File: src/rtl/vedic_pkg.sv
// Shared constants and elaboration helpers for the pipelined Vedic multiplier.
package vedic_pkg;

    localparam int LATENCY = 3;

    function automatic bit width_ok(input int w);
        return (w == 8) || (w == 16) || (w == 32);
    endfunction

    // One 4x4 block per nibble pair of the two operands.
    function automatic int pp_count(input int w);
        return (w / 4) * (w / 4);
    endfunction

endpackage

File: src/rtl/vedic_4x4.sv
// 4x4 Urdhva-Tiryagbhyam (vertical and crosswise) unsigned multiplier, combinational.
module vedic_4x4 (
    input  logic [3:0] a_i,
    input  logic [3:0] b_i,
    output logic [7:0] p_o
);

    function automatic logic [7:0] b8(input logic x);
        return {7'b0, x};
    endfunction

    logic [7:0] c0, c1, c2, c3, c4, c5, c6;

    // Column k collects every bit product a[i]*b[j] with i+j == k.
    assign c0 = b8(a_i[0] & b_i[0]);
    assign c1 = b8(a_i[1] & b_i[0]) + b8(a_i[0] & b_i[1]);
    assign c2 = b8(a_i[2] & b_i[0]) + b8(a_i[1] & b_i[1]) + b8(a_i[0] & b_i[2]);
    assign c3 = b8(a_i[3] & b_i[0]) + b8(a_i[2] & b_i[1]) + b8(a_i[1] & b_i[2])
              + b8(a_i[0] & b_i[3]);
    assign c4 = b8(a_i[3] & b_i[1]) + b8(a_i[2] & b_i[2]) + b8(a_i[1] & b_i[3]);
    assign c5 = b8(a_i[3] & b_i[2]) + b8(a_i[2] & b_i[3]);
    assign c6 = b8(a_i[3] & b_i[3]);

    assign p_o = c0 + (c1 << 1) + (c2 << 2) + (c3 << 3) + (c4 << 4) + (c5 << 5) + (c6 << 6);

endmodule

File: src/rtl/vedic_mul_pipe.sv
// Three-stage pipelined sign-magnitude multiplier built from 4x4 Vedic blocks,
// with a single valid/ready advance enable shared by every stage.
module vedic_mul_pipe
    import vedic_pkg::*;
#(
    parameter int WIDTH     = 8,
    parameter bit SIGNED_EN = 1'b1
) (
    input  logic               clk,
    input  logic               rst_n,
    input  logic               in_valid,
    output logic               in_ready,
    input  logic [WIDTH-1:0]   in_a,
    input  logic [WIDTH-1:0]   in_b,
    input  logic               in_signed,
    output logic               out_valid,
    input  logic               out_ready,
    output logic [2*WIDTH-1:0] out_p,
    output logic               busy
);

    localparam int NB  = WIDTH / 4;
    localparam int NPP = pp_count(WIDTH);
    localparam int PW  = 2 * WIDTH;

    if (!width_ok(WIDTH)) begin : g_bad_width
        $error("vedic_mul_pipe: WIDTH must be 8, 16 or 32");
    end

    logic                  en;
    logic [LATENCY:1]      vld_pipe_q;
    logic                  sgn_mode;
    logic [WIDTH-1:0]      mag_a_d, mag_b_d, mag_a_q, mag_b_q;
    logic                  neg_d, neg1_q, neg2_q;
    logic [NPP-1:0][7:0]   pp_d, pp_q;
    logic [PW-1:0]         sum_d, prod_d, out_p_q;

    assign en        = !vld_pipe_q[LATENCY] || out_ready;
    assign in_ready  = en;
    assign out_valid = vld_pipe_q[LATENCY];
    assign out_p     = out_p_q;
    assign busy      = |vld_pipe_q;

    // |x| in WIDTH bits: the most-negative operand maps to 2^(WIDTH-1) unchanged.
    assign sgn_mode = SIGNED_EN && in_signed;
    assign mag_a_d  = (sgn_mode && in_a[WIDTH-1]) ? -in_a : in_a;
    assign mag_b_d  = (sgn_mode && in_b[WIDTH-1]) ? -in_b : in_b;
    assign neg_d    = sgn_mode && (in_a[WIDTH-1] ^ in_b[WIDTH-1]);

    for (genvar i = 0; i < NB; i++) begin : g_a
        for (genvar j = 0; j < NB; j++) begin : g_b
            vedic_4x4 u_pp (
                .a_i (mag_a_q[4*i +: 4]),
                .b_i (mag_b_q[4*j +: 4]),
                .p_o (pp_d[i*NB + j])
            );
        end
    end

    always_comb begin
        sum_d = '0;
        for (int i = 0; i < NB; i++) begin
            for (int j = 0; j < NB; j++) begin
                sum_d = sum_d + (PW'(pp_q[i*NB + j]) << (4 * (i + j)));
            end
        end
        prod_d = neg2_q ? -sum_d : sum_d;
    end

    always_ff @(posedge clk or negedge rst_n) begin
        if (!rst_n) begin
            vld_pipe_q <= '0;
            mag_a_q    <= '0;
            mag_b_q    <= '0;
            neg1_q     <= 1'b0;
            pp_q       <= '0;
            neg2_q     <= 1'b0;
            out_p_q    <= '0;
        end else if (en) begin
            vld_pipe_q <= {vld_pipe_q[LATENCY-1:1], in_valid};
            mag_a_q    <= mag_a_d;
            mag_b_q    <= mag_b_d;
            neg1_q     <= neg_d;
            pp_q       <= pp_d;
            neg2_q     <= neg1_q;
            // Bubbles leave the last delivered product on out_p.
            if (vld_pipe_q[LATENCY-1]) out_p_q <= prod_d;
        end
    end

endmodule
File: config.mk
export PLATFORM = sky130hd
export DESIGN_NAME = vedic_mul_pipe
export DESIGN_NICKNAME = d
export VERILOG_FILES = /design/src/rtl/vedic_pkg.sv /design/src/rtl/vedic_4x4.sv /design/src/rtl/vedic_mul_pipe.sv
export SDC_FILE = /design/constraint.sdc
export NUM_CORES = 1
export LEC_CHECK = 0
export CAP_MARGIN = 20
export CORE_MARGIN = 2
export CORE_UTILIZATION = 45
export DETAILED_ROUTE_END_ITERATION = 8
export PLACE_DENSITY = 0.67
export SYNTH_ARGS = -nofsm -noshare
export SYNTH_HDL_FRONTEND = slang
export SYNTH_SLANG_ARGS = --single-unit
export TNS_END_PERCENT = 30
File: constraint.sdc
create_clock -name clk -period 6.5 [get_ports clk]
set_input_delay 1.3 -clock clk [delete_from_list [all_inputs] [get_ports clk]]
set_output_delay 1.3 -clock clk [all_outputs]
set_load 0.01 [all_outputs]
Word-level counts from Yosys, hierarchy flattened
Index checks and enable logic that the tools add are counted.
{ "word_totals": {"ff_bits": 69, "word_cells": 151, "output_inout_bits": 19} }
{ "classes": {"muxes": 3, "n_bitwise": 65, "n_reduce_logical": 7, "addsub": 66} }
{ "ops": {"columns": ["op", "n"], "rows": [
  ["adder 8 bit", 16],
  ["bitwise AND 1 bit", 64],
  ["adder 1 x 1 -> 2 bit", 20],
  ["adder 5 x 1 -> 5 bit", 8],
  ["adder 1 x 8 -> 8 bit", 4],
  ["adder 8 x 7 -> 8 bit", 4],
  ["adder 6 x 1 -> 6 bit", 4],
  ["adder 14 x 16 -> 16 bit", 1],
  ["adder 4 x 1 -> 4 bit", 4],
  ["two-way mux 16 bit", 1],
  ["two-way mux 8 bit", 2],
  ["negation 16 bit", 1],
  ["negation 8 bit", 2],
  ["adder 13 x 12 -> 14 bit", 1],
  ["adder 8 x 12 -> 13 bit", 1],
  ["logical AND 1 bit", 3],
  ["OR reduction 3 bit", 1],
  ["AND reduction 2 bit", 1],
  ["zero test 1 bit", 1],
  ["logical OR 1 bit", 1],
  ["XOR 1 bit", 1]
]} }

Depth between registers and ports, before layout
Gate-level depths: netlist (run 1).
{ "depth": {"ltp_word": 8, "depth_mapped": 12, "mapped_depth_nobuf": 12} }

Cells and area by module
Synthesis (run 1) repeated with hierarchy kept, for this count alone.
{ "hier_totals": {"cells_unflattened": 608, "hier_area_um2": 5420.2} }
{ "modules_own_cells": {"columns": ["module", "area_each_um2", "instances", "seq_area_each_um2", "cells_each"], "rows": [
  ["vedic_mul_pipe", 3723.6, 1, 1726.7, 420],
  ["vedic_4x4", 424.2, 4, 0.0, 47]
]} }

Worst setup path after synthesis (run 1)
No wires, ideal clock.
{ "synth_timing": {"path_kind": "input to output", "start": "in out_ready", "end": "out in_ready", "stages": 4, "slack_ns": 3.114, "arrival_time_ns": 2.086, "path_cell_list": "nor2b_1 -> clkbuf_1 -> clkinv_1 -> clkbuf_1"} }
{ "synth_via": {"elab_chain_len": 1} }
{ "synth_lines": {"columns": ["item", "line", "text"], "rows": [
  ["start, declared", "vedic_mul_pipe.sv:17", "input logic out_ready,"],
  ["logical OR 1 bit", "vedic_mul_pipe.sv:38", "assign en = !vld_pipe_q[LATENCY] || out_ready;"],
  ["end, declared", "vedic_mul_pipe.sv:12", "output logic in_ready,"]
]} }
No other way between the ends.

Worst setup path in the final report (run 1)
Ends and elaborated chain as after synthesis.

==> out/qor.yml, run 1 <==
tns_ns: 0
areaGrowthSynthToFinish_pct: 14.1
hold_viol_final: 0
dp_hpwl_um: 8290
clk_pin_slew_ns: 0.05
ant_nets: 0
reg2reg_slack_ns: 2.96
drive_gt1_share_pct: 3.96
worst_hold_slack_ns: 0.471
crit_arrival_ns: 2.51
cp_data_required_time_ns: 5.20
ys_types: 48
vias_per_cell: 5.20
switching_share_pct: 44.9
r2r-start: "pp_q[5]"
grt_antenna_before_repair: 0
die_area_um2: 13200
grtUsageTotal_pct: 18.3
p_seq_share_pct: 25.6
cpMaxStageDelayCell: "clkdlybuf4s50_1"
rsz0062_at_grt: "no"
min_period_ns: 3.81
gp_routability_congestion: 0.786
critPathMaxStageDelay_ns: 0.49
die_h_um: 115
p_int_mw: 1.65
setup_ws_ns: 2.69
utilization_pct: 52.6
slew_violations: 0
maxSlewHeadroom_pct: 42.3
drt-initial-drc-count: 229
crit_path_end_kind: "primary output"
floorplan.initialDensity_pct: 46.1
startpoint_type: "input port"
finClkSkew_ns: 0.00871
yosysSeqAreaShare_pct: 31.2
grt_pass1_vias: 4121
max-vdd-ir-drop_mv: 0.183
syn_area_um2: 5540
first_pass_iters: 4
die_x_um: 115
finalCritPeriodShare_pct: 58.7
cts-resized-gates: 0
num_vias: 4053
pin_count: 40
place_ws_ns: 2.68
antenna_cells: 0
yosysMostFrequentCell: "nand2_1"
clkLatencyLatePin_ns: 0.34
async_flop_share_pct: 100
finish.net_count: 745
cp_max_fo: 2
min_path_type: "reg -> reg"
grt_overflow: 0
grt_max_degree: 72
synthTopCellsByArea: "dfrtp_1 31%, ha_1 15%, fa_1 12%"
synth_edf_count: 0
cts_sinks: 69
htree_levels: 3
status: "complete, no violations"
synth_area_per_cell_um2: 9.31
synth.largest_area_cell: "dfrtp_1"
critPathKind: "in -> out"
crit_start: "out_ready"
hold_buffers: 0
cts_tree: "yes"
finalWirelength_um: 10900
clockBufferDepth: 2
finalInstanceArea_um2: 6320
cts_buffers: 9
synthFlopType: "dfrtp_1"
synth_common_cells: "116 x nand2_1, 69 x dfrtp_1, 65 x ha_1"
coreArea_um2: 12000
ff2ff_path_depth: 11
drcViolationCount: 0
timing.rr.end: "out_p[14]"
ys_warn_count: 0
post-cts-setup-buffers: 0
p_leak_nw: 3.14
powerDensity_nw_per_um2: 474
root_buffer: "clkbuf_16"
io_buffers: 39
grt_first_pass_wirelength_um: 19300
worstPathCellList: "clkdlybuf4s50_1, nor2b_4, clkinv_1, clkdlybuf4s50_1"
syn_nets: 713
synth_top_area_share_pct: 31.2
synth_cells: 595
placed_cell_area_um2: 6050
p_clk_share_pct: 15.0
rows: 40
ys_seq_elements: 69
tightest_slew_ns: 0.866
p_comb_share_pct: 59.4
maxCapViolCount: 0
fmax_ghz: 0.262
power.switching_mw: 1.34
endpoint: "in_ready"
setup_viol: 0
critical_path.most_common_cell: "clkdlybuf4s50_1"
wl_per_cell_um: 14.0
-- cell type report --
cell class	count	area (um2)
clock inverters	4	23.8
clock buffers	12	246
inverters	26	97.6
fillers	1131	5690
multi-input cells	479	3630
well taps	147	184
flip-flops and latches	69	1730
repair buffers	42	408
-- placed cells by master, fill, tap and decap left out, types with 20 or more instances in the layout --
cell and count:
nor2_1 20, o21ai_0 50, fa_1 32, and2_1 54, inv_1 25, xor2_1 24
dfrtp_1 69, ha_1 65, clkdlybuf4s50_1 38, nand2_1 116
-- registers in the layout, summed over array words and instances (netlist names) --
name and flops:
out_p 16, vld_pipe_q 3, mag_b_q 8, pp_q 32, neg2_q 1, neg1_q 1
mag_a_q 8
-- worst min path at each step --
stage,start,to,slack [ns],cells after the start
4_1_cts,out_p[8],out_p[8],0.48,2
6_report,out_p[8],out_p[8],0.47,2
2_1_floorplan,neg1_q,neg1_q,0.44,2
3_5_place_dp,pp_q[28],pp_q[28],0.47,2
3_3_place_gp,out_p[2],out_p[2],0.46,2
5_1_grt,out_p[13],out_p[13],0.51,2
-- critical path, delay by kind of cell --
| kind | cells | cell delay [ns] |
|---|---|---|
| AND/OR/NAND/NOR | 1 | 0.17 |
| buffers and inverters | 3 | 1.04 |
-- power groups by stage --
stage | Clock [mW] | Combinational, mW | Sequential (mW)
2_1_floorplan | 0 | 1.36 | 0.737
3_3_place_gp | 0 | 1.73 | 0.766
3_5_place_dp | 0 | 1.77 | 0.777
4_1_cts | 0.461 | 1.80 | 0.770
5_1_grt | 0.481 | 2.06 | 0.795
6_report | 0.448 | 1.78 | 0.765
-- per-layer routing --
metal  vias to the layer above  wire (um)  global-route usage (%)
li1                       2061          -                       -
met1                      1922       5020                    23.5
met2                        61       5450                    31.9
met3                         9        345                    2.53
met4                         0        104                    5.78
met5                         -          0                       0
-- stage by stage --
| step | std cells | power, mW |
|---|---|---|
| 6_report | 779 | 2.99 |
| 5_1_grt | 779 | 3.33 |
| 4_1_cts | 779 | 3.03 |
| 3_5_place_dp | 763 | 2.55 |
| 3_3_place_gp | 763 | 2.49 |
| 2_1_floorplan | 595 | 2.10 |
-- cell families after synthesis --
logic type               after synthesis  share of synthesized area (%)
AND/OR/NAND/NOR                      232                           20.1
AO/OA/AOI/OAI                        102                           11.2
adder cells (fa/ha/maj)               97                           26.2
flip-flops                            69                           31.2
buffers and inverters                 47                           3.41
XOR/XNOR                              41                           6.48
multiplexers                           7                           1.31
Power figures use the tool's default switching activity.
==> inputs of run 2 (changes only) <==
==> constraint.sdc (replaced) <==
create_clock -name clk -period 3.65 [get_ports clk]
set_input_delay 0.73 -clock clk [delete_from_list [all_inputs] [get_ports clk]]
set_output_delay 0.73 -clock clk [all_outputs]
set_load 0.01 [all_outputs]
==> run 2 against run 1 <==
Compared with the run above: sequential power increased by 75%; worst setup slack got worse by 2.6 ns; global-route usage decreased by 0.53 points; hold slack improved by 0.0015 ns; utilization increased by 0.45 points; non-clock buffer count increased by 4; clock skew increased by 0.0019 ns; sequential cell count unchanged; critical path depth increased by 7; clock power increased by 79%; critical path type is now reg -> reg; cell area increased by 0.85%; clock-buffer cell count decreased by 2.
==> out/qor.yml, run 2 (synthesis results as in run 1) <==
status: "complete, no violations"
hold_path_depth: 2
placed_cell_area_um2: 6080
largest_register_ffs: 32
die_area_um2: 13200
drcViolationCount: 0
pin_count: 40
io_buffers: 39
finalInstanceArea_um2: 6370
min_path_type: "reg -> reg"
switching_share_pct: 45.1
min_period_ns: 3.52
p_leak_nw: 3.15
p_total_mw: 5.39
cpMaxStageDelayCell: "or4_4"
grt_max_degree: 72
maxCapViolCount: 0
ff2ff_path_depth: 11
root_buffer: "clkbuf_16"
htree_levels: 3
post-cts-setup-buffers: 0
worstPathCellList: "fa_1, ha_2, inv_1, fa_1, nand2b_1, a21oi_2, xor2_1, or4_4, o41ai_4, xnor2_1, mux2_2"
crit_arrival_ns: 3.74
p_int_mw: 2.96
wl_per_cell_um: 13.8
slew_violations: 0
vias_per_cell: 5.20
hold_buffers: 0
first_pass_iters: 4
ant_nets: 0
finalWirelength_um: 10800
cp_data_required_time_ns: 3.86
setup_viol: 0
rows: 40
grt_overflow: 0
wl_met1_um: 4950
critPathMaxStageDelay_ns: 0.58
p_seq_share_pct: 24.9
finish.net_count: 749
clockBufferDepth: 2
num_vias: 4065
layout_commonest_cell: "nand2_1"
hold_viol_final: 0
wl_met3_um: 320
power.switching_mw: 2.43
cts_sinks: 69
grt_first_pass_wirelength_um: 18600
antenna_cells: 0
grt_pass1_vias: 4087
cts-resized-gates: 0
grtUsageTotal_pct: 17.7
drive_gt1_share_pct: 5.04
p_clk_share_pct: 14.9
wl_met2_um: 5340
grt_antenna_before_repair: 0
top_register: "pp_q"
gp_routability_congestion: 0.815
p_comb_share_pct: 60.2
critPathKind: "reg -> reg"
cts_tree: "yes"
maxSlewHeadroom_pct: 42.7
finalCritPeriodShare_pct: 96.5
finClkSkew_ns: 0.0106
drt-initial-drc-count: 120
critical_path.most_common_cell: "fa_1"
clk_pin_slew_ns: 0.06
die_h_um: 115
powerDensity_nw_per_um2: 845
die_x_um: 115
crit_path_end_kind: "flip-flop"
max-vdd-ir-drop_mv: 0.339
clkLatencyLatePin_ns: 0.33
dp_hpwl_um: 8250
startpoint_type: "flip-flop"
tightest_slew_ns: 0.859
cts_buffers: 9
areaGrowthSynthToFinish_pct: 15.0
top_layer_used: "met4"
floorplan.initialDensity_pct: 46.1
fmax_ghz: 0.284
coreArea_um2: 12000
final_cell_mix: "116 x nand2_1, 69 x dfrtp_1, 64 x ha_1, 54 x and2_1, 50 x o21ai_0"
cp_max_fo: 5
[run 2: changes by cell type in the layout (fill, tap and decap cells not counted), sizes merged]
cell	delta
buf	+4
clkbuf	-2
clkinvlp	+2
clkinv	-1
[run 2: worst paths after layout]
| kind | from | slack (ns) | end |
|---|---|---|---|
| worst max-delay path | pp_q[5] | 0.13 | out_p[14] |
| worst min-delay path | out_p[4] | 0.47 | out_p[4] |
| worst max register to register | pp_q[5] | 0.13 | out_p[14] |
| worst min register to register | out_p[4] | 0.47 | out_p[4] |
| max in group asynchronous | rst_n | 2.50 | neg1_q |
| min in group asynchronous | rst_n | 0.59 | pp_q[31] |
[run 2: stage by stage]
| step | hold slack (ns) | setup WS (ns) | util, % | std cells | TNS [ns] |
|---|---|---|---|---|---|
| after detailed placement | 0.469 | 0.102 | 50.6 | 767 | 0 |
| final | 0.472 | 0.129 | 53.0 | 782 | 0 |
| after global routing | 0.495 | -0.00689 | 53.0 | 782 | -0.00689 |
| after CTS | 0.482 | 0.0805 | 52.9 | 782 | 0 |
| after global placement | 0.461 | 0.204 | 50.6 | 767 | 0 |
| after floorplan | 0.434 | 0.317 | - | 595 | 0 |
[run 2: cell type report]
type	instances	area, um2
multi-input cells	479	3650
well taps	147	184
repair buffers	46	438
inverters	26	97.6
clock inverters	5	37.5
clock buffers	10	239
flip-flops and latches	69	1730
fillers	1138	5640
[run 2: critical path: cells and delay by family (launching register included)]
kind,cells,cell delay (ns)
xor+xnor,2,0.21
buf+inv,1,0.06
simple gates,2,0.80
mux,1,0.26
flops,1,0.40
compound gates,2,0.49
fa+ha+maj,3,1.19
[run 2: metal layers]
metal / global-route usage [%] / vias to the layer above
met1: 21.7 / 1900
met3: 3.53 / 17
met4: 5.62 / 0
met5: 0 / -
li1: - / 2079
met2: 31.5 / 69
[run 2: power by group through the flow]
stage          combinational [mW]  clock (mW)  sequential (mW)
2_1_floorplan                2.43           0             1.31
3_3_place_gp                 3.12           0             1.34
3_5_place_dp                 3.20           0             1.36
4_1_cts                      3.24       0.823             1.35
5_1_grt                      3.71       0.860             1.40
6_report                     3.24       0.804             1.34
==> inputs of run 3 (changes only) <==
--- a/config.mk
+++ b/config.mk
@@ -5,6 +5,7 @@
 export SDC_FILE = /design/constraint.sdc
 export NUM_CORES = 1
 export LEC_CHECK = 0
+export ABC_CLOCK_PERIOD_IN_PS = 3650
 export CAP_MARGIN = 20
 export CORE_MARGIN = 2
 export CORE_UTILIZATION = 45
@@ -13,4 +14,3 @@
 export SYNTH_ARGS = -nofsm -noshare
 export SYNTH_HDL_FRONTEND = slang
 export SYNTH_SLANG_ARGS = --single-unit
-export TNS_END_PERCENT = 30
==> results of run 3 <==
The final DEF is identical to that of run 2; final timing and power are the same.
